$ cat config.mk
export PLATFORM = sky130hd
export DESIGN_NAME = dmem_arbiter
export DESIGN_NICKNAME = d
export VERILOG_FILES = /design/src/rtl/dmem_arbiter.sv
export SDC_FILE = /design/constraint.sdc
export NUM_CORES = 1
export LEC_CHECK = 0
export BUFFER_PORTS_ARGS = -buffer_cell sky130_fd_sc_hd__buf_4
export CAP_MARGIN = 20
export CORE_MARGIN = 5
export CORE_UTILIZATION = 49
export DETAILED_ROUTE_END_ITERATION = 6
export GPL_TIMING_DRIVEN = 0
export PLACE_DENSITY = 0.89
export SYNTH_ARGS = -nofsm -noshare
export SYNTH_HDL_FRONTEND = slang
export SYNTH_SLANG_ARGS = --single-unit
$ cat constraint.sdc
create_clock -name clk -period 2.6 [get_ports clk]
set_clock_uncertainty 0.05 [all_clocks]
set_input_delay 0 -clock clk [delete_from_list [all_inputs] [get_ports clk]]
set_output_delay 0 -clock clk [all_outputs]
set_load 0.05 [all_outputs]
$ cat src/rtl/dmem_arbiter.sv
// Arbitrates IF and LS requesters onto a single 32-byte data memory.
// When DMEM_ARB_STATS_EN is defined, saturating response counters are added.
module dmem_arbiter #(
   parameter int unsigned MEM_BYTES  = 32,
   parameter int unsigned FIXED_PRIO = 0
) (
   input  logic        clk,
   input  logic        reset_n,
   input  logic        if_req,
   input  logic [31:0] if_addr,
   output logic        if_gnt,
   output logic        if_rvalid,
   output logic [31:0] if_rdata,
   output logic        if_err,
   input  logic        ls_req,
   input  logic        ls_we,
   input  logic [31:0] ls_addr,
   input  logic [31:0] ls_wdata,
   output logic        ls_gnt,
   output logic        ls_rvalid,
   output logic [31:0] ls_rdata,
   output logic        ls_err,
   output logic        mem_read,
   output logic        mem_write,
   output logic [31:0] mem_addr,
   output logic [31:0] mem_wdata,
   input  logic [31:0] mem_rdata,
   output logic        busy
`ifdef DMEM_ARB_STATS_EN
   ,
   output logic [15:0] stat_if_cnt,
   output logic [15:0] stat_ls_rd_cnt,
   output logic [15:0] stat_ls_wr_cnt,
   output logic [15:0] stat_err_cnt
`endif
);

   localparam int unsigned LAST_WORD = MEM_BYTES - 4;

   typedef enum logic [1:0] {
      IDLE   = 2'd0,
      ACCESS = 2'd1,
      RESP   = 2'd2
   } state_t;

   state_t      state_q, state_d;
   logic        owner_q;       // 1 = LS
   logic        last_owner_q;  // 1 = LS
   logic [31:0] addr_q;
   logic        we_q;
   logic [31:0] wdata_q;
   logic        err_q;
   logic [31:0] rdata_q;

   logic        any_req;
   logic        win_ls;
   logic [31:0] win_addr;
   logic        win_legal;
   logic        grant;

   // Winner selection; only acted upon in IDLE
   always_comb begin
      any_req = if_req | ls_req;
      win_ls  = 1'b0;
      if (ls_req && !if_req) begin
         win_ls = 1'b1;
      end else if (ls_req && if_req) begin
         win_ls = (FIXED_PRIO != 0) ? 1'b1 : ~last_owner_q;
      end
      win_addr  = win_ls ? ls_addr : if_addr;
      win_legal = (win_addr[1:0] == 2'b00) && (win_addr <= 32'(LAST_WORD));
   end

   always_ff @(posedge clk or negedge reset_n) begin
      if (!reset_n) state_q <= IDLE;
      else          state_q <= state_d;
   end

   always_comb begin
      state_d = state_q;
      grant   = 1'b0;
      if_gnt  = 1'b0;
      ls_gnt  = 1'b0;
      case (state_q)
         IDLE: begin
            if (any_req) begin
               grant   = 1'b1;
               if_gnt  = ~win_ls;
               ls_gnt  = win_ls;
               state_d = win_legal ? ACCESS : RESP;
            end
         end
         ACCESS:  state_d = RESP;
         RESP:    state_d = IDLE;
         default: state_d = IDLE;
      endcase
   end

   // Transaction latch at grant; read data captured at the end of ACCESS
   always_ff @(posedge clk or negedge reset_n) begin
      if (!reset_n) begin
         owner_q      <= 1'b0;
         last_owner_q <= 1'b1;
         addr_q       <= 32'd0;
         we_q         <= 1'b0;
         wdata_q      <= 32'd0;
         err_q        <= 1'b0;
         rdata_q      <= 32'd0;
      end else if (grant) begin
         owner_q      <= win_ls;
         last_owner_q <= win_ls;
         addr_q       <= win_addr;
         we_q         <= win_ls & ls_we;
         wdata_q      <= win_ls ? ls_wdata : 32'd0;
         err_q        <= ~win_legal;
         rdata_q      <= 32'd0;
      end else if (state_q == ACCESS && !we_q) begin
         rdata_q      <= mem_rdata;
      end
   end

   // Memory lines are idle outside ACCESS, so reset drops a pending write at once
   always_comb begin
      mem_read  = (state_q == ACCESS) & ~we_q;
      mem_write = (state_q == ACCESS) & we_q;
      mem_addr  = (state_q == ACCESS) ? addr_q  : 32'd0;
      mem_wdata = (state_q == ACCESS) ? wdata_q : 32'd0;
   end

   always_comb begin
      if_rvalid = (state_q == RESP) & ~owner_q;
      ls_rvalid = (state_q == RESP) & owner_q;
      if_rdata  = if_rvalid ? rdata_q : 32'd0;
      ls_rdata  = ls_rvalid ? rdata_q : 32'd0;
      if_err    = if_rvalid & err_q;
      ls_err    = ls_rvalid & err_q;
      busy      = (state_q != IDLE);
   end

`ifdef DMEM_ARB_STATS_EN
   // One response per RESP cycle; errors are counted only as errors
   always_ff @(posedge clk or negedge reset_n) begin
      if (!reset_n) begin
         stat_if_cnt    <= 16'd0;
         stat_ls_rd_cnt <= 16'd0;
         stat_ls_wr_cnt <= 16'd0;
         stat_err_cnt   <= 16'd0;
      end else if (state_q == RESP) begin
         if (err_q) begin
            if (stat_err_cnt != 16'hFFFF) stat_err_cnt <= stat_err_cnt + 16'd1;
         end else if (!owner_q) begin
            if (stat_if_cnt != 16'hFFFF) stat_if_cnt <= stat_if_cnt + 16'd1;
         end else if (we_q) begin
            if (stat_ls_wr_cnt != 16'hFFFF) stat_ls_wr_cnt <= stat_ls_wr_cnt + 16'd1;
         end else begin
            if (stat_ls_rd_cnt != 16'hFFFF) stat_ls_rd_cnt <= stat_ls_rd_cnt + 16'd1;
         end
      end
   end
`endif

endmodule

==> flow_summary.rst <==
.. list-table::
   :header-rows: 1

   * - Metric
     - Value
   * - Status
     - finished clean
   * - Number of violations of the max-capacitance limit
     - 0
   * - Most frequent cells in the layout
     - buf_4 (270), dlygate4sd3_1 (132), and2_1 (131)
   * - Category of the critical setup timing path
     - reg2reg
   * - Minimum clock period
     - 2480 ps
   * - Arrival time of data at the critical path endpoint
     - approximately 2700 ps
   * - Nature of the critical path startpoint
     - flip-flop
   * - Final setup vio count
     - 0
   * - Post-route clock period utilization
     - 95.3%
   * - Cell chosen for the clock root
     - clkbuf_8
   * - Fraction of final layout cells with drive strength greater than 1
     - 32.4%
   * - Clock Pin Slew Worst Setup and Hold Paths
     - 110 ps
   * - Number of DRC markers in iteration 0
     - 439
   * - Number of buffers created by CTS
     - 9
   * - Most common cell after layout, fill and taps aside
     - buf_4
   * - Per-cell routed wire length
     - 19.9 µm
   * - Number of pins exceeding their max-slew limit in the final report
     - 0
   * - Min-Delay Path Class
     - in2async
   * - Setup repair after global routing missed its margin
     - no
   * - Count of boundary I/O pins
     - 270
   * - Total standard cell area after synthesis
     - 5140 µm²
   * - Count of instances resized after the clock tree is built
     - 0
   * - Drt via density
     - ~5.5
   * - Initial antenna violation count
     - 1
   * - Setup total negative slack
     - 0 ps
   * - Number of instances in the placed design
     - roughly 950
   * - Average footprint of a synthesized cell
     - 9.42 µm²
   * - Area grow syn2layout
     - 73.0%
   * - Data required, critical path
     - 2790 ps
   * - Length in cells of the worst reg-to-reg path
     - 6
   * - Crit. Startpoint
     - last_owner_q
   * - Maximum fanout encountered on the critical timing path
     - 10
   * - Initial core utilization
     - 50.1%
   * - Fillcell total
     - 550
   * - Worst Tran Pin Value
     - between 800 and 900 ps
   * - Standard cell core area
     - between 10000 and 15000 µm²
   * - CTS sink cnt
     - about 100
   * - Die Width
     - 112 µm
   * - Number of instances in the synthesized netlist
     - 546
   * - FF-to-FF setup slack
     - ~120 ps
   * - GRT Resource Usage Total
     - 33.8%
   * - Seq/Total Area, Yosys
     - 49.6%
   * - Later-pin clock latency in the skew report
     - 360 ps
   * - Gr ovfl total
     - 0
   * - Relative slew slack
     - about 40%
   * - Vertical die dimension
     - 112 µm
   * - Hold Vio Cnt, Final
     - 0
   * - Pin count of the biggest net entering global routing
     - slightly above 60
   * - Reg2reg start
     - last_owner_q
   * - Total wirelength of the detailed-routed design
     - around 22000 µm
   * - Number of buffers added on ports
     - 269
   * - Layout net count
     - 1092
   * - Number of standard-cell rows in the floorplan
     - 37
   * - Maximum clock frequency
     - between 400 and 500 MHz
   * - Max VDD drop
     - 0.365 mV
   * - Leakage
     - 0.00443 µW
   * - First-pass iteration count of the detailed router
     - 5
   * - Synthesis Warnings
     - 0
   * - Detail Route Antenna Nets
     - 0
   * - Number of register bits inferred by synthesis
     - between 100 and 150
   * - DIE AREA
     - 12600 µm²
   * - Final weighted congestion of routability-driven global placement
     - 0.947
   * - P per Cell Area
     - 445 nW/µm²
   * - Worst reg2reg endpoint
     - addr_q[8]
   * - Number of distinct library cells after synthesis
     - 33
   * - Routed vias
     - roughly 6000
   * - Net count after synthesis
     - 679
   * - Global-route wire length before repair
     - 34000 µm
   * - Max H-tree Level
     - 3
   * - Sort of element at the end of the critical path
     - flip-flop
   * - Maximum buffer depth of the clock tree
     - 2
   * - Half-perimeter wire length after detailed placement
     - between 10000 and 15000 µm
   * - TritonCTS clock tree
     - built
   * - Post-detailed-route DRC marker count
     - 0
   * - Vias in the first global route
     - between 6000 and 7000
   * - Non-filler cells in the finished layout
     - between 1000 and 1500
==> Yosys cell counts <==
| cell | instances | area, µm² |
|---|---|---|
| and2_1 | 131 | 820 |
| dfrtp_1 | 101 | 2530 |
| nand2_1 | 99 | 372 |
| a21oi_1 | 33 | 165 |
| a22o_1 | 33 | 289 |
| mux2i_1 | 29 | 290 |
| o21ai_1 | 29 | 145 |
| clkbuf_1 | 20 | 75.1 |
| buf_2 | 16 | 80.1 |
| nor4_1 | 12 | 75.1 |
| nor2_1 | 6 | 22.5 |
| buf_6 | 5 | 56.3 |
| a22oi_1 | 3 | 22.5 |
| nor3_1 | 3 | 15.0 |
| o21ai_0 | 3 | 15.0 |
| a21o_1 | 2 | 15.0 |
| nand4_1 | 2 | 12.5 |
| nand4b_1 | 2 | 17.5 |
| nor2b_1 | 2 | 12.5 |
| or2_1 | 2 | 12.5 |
| a211oi_1 | 1 | 7.51 |
| a21boi_0 | 1 | 7.51 |
| a31oi_1 | 1 | 6.26 |
| and3_1 | 1 | 6.26 |
| and3b_1 | 1 | 8.76 |
| buf_4 | 1 | 7.51 |
| clkbuf_2 | 1 | 5.00 |
| dfstp_2 | 1 | 26.3 |
| inv_2 | 1 | 3.75 |
| nand2b_1 | 1 | 6.26 |
| nor2_2 | 1 | 6.26 |
| nor3b_1 | 1 | 7.51 |
| o22ai_1 | 1 | 6.26 |
==> logic make-up (layout without fill, tap and decap cells) <==
group                  after synthesis  in the layout  share of synthesized area [%]
AND/OR/NAND/NOR                    264            264                           27.1
AO/OA/AOI/OAI                      107            107                           13.2
flip-flops                         102            102                           49.6
buffers and inverters               44            462                           4.43
multiplexers                        29             29                           5.64
other                                0              1                              0
==> state kept, by name, indices dropped and copies added (netlist names) <==
name          cells
last_owner_q      1
wdata_q          32
rdata_q          32
err_q             1
owner_q           1
state_q           2
we_q              1
addr_q           32
==> where the power goes <==
part | switching (µW) | internal [µW]
Sequential | 114 | 1780
Clock | 581 | 487
Combinational | 488 | 510
==> metal layers <==
layer	GRT usage, %	routed length, µm	vias to the layer above
met5	0	0	-
met1	37.6	7730	2855
met3	8.41	1980	90
met4	18.3	1140	0
li1	-	-	2661
met2	59.1	11100	402
==> metrics by stage <==
stage                     utilization, %  worst slack (ps)  total power, µW  cell area (µm²)  hold WS [ps]
after detailed placement            71.6               673             2660             7360         -25.8
after floorplan                        -               498             2290             5140          -346
final                               86.6               121             3960             8900           114
after global placement              71.4               701             2620             7330           175
after CTS                           86.6               175             3910             8900           102
after global routing                86.6             0.852             4120             8900           141
==> cell type report <==
| type | instances | area (µm²) | area share (%) |
|---|---|---|---|
| Timing Repair Buffer | 402 | 3370 | 37.9 |
| Sequential cell | 102 | 2550 | 28.7 |
| Multi-Input combinational cell | 400 | 2360 | 26.6 |
| Buffer | 43 | 224 | 2.52 |
| Tap cell | 136 | 170 | 1.91 |
| Clock buffer | 10 | 138 | 1.55 |
| Clock inverter | 6 | 75.1 | 0.844 |
| Inverter | 1 | 3.75 | 0.0422 |
| Antenna cell | 1 | 2.50 | 0.0281 |
==> worst max-delay path: stages, from the launching register on <==
cell,delay [ps]
dfstp_2,380
a21boi_0,310
buf_4,260
buf_2,340
mux2i_1,290
dlygate4sd3_1,630
o21ai_1,100
==> worst max path at each step <==
stage,to,slack (ps),cells after the start
final,addr_q[8],120,6
after CTS,addr_q[28],170,6
after floorplan,if_gnt,500,7
after global routing,if_rdata[13],0.9,4
after detailed placement,addr_q[28],670,5
after global placement,addr_q[28],700,5
==> repair_timing <==
action,in CTS,in global routing
hold endpoints to repair,139,0
hold buffers,132,0
setup buffers,0,0
Power figures use the tool's default switching activity.
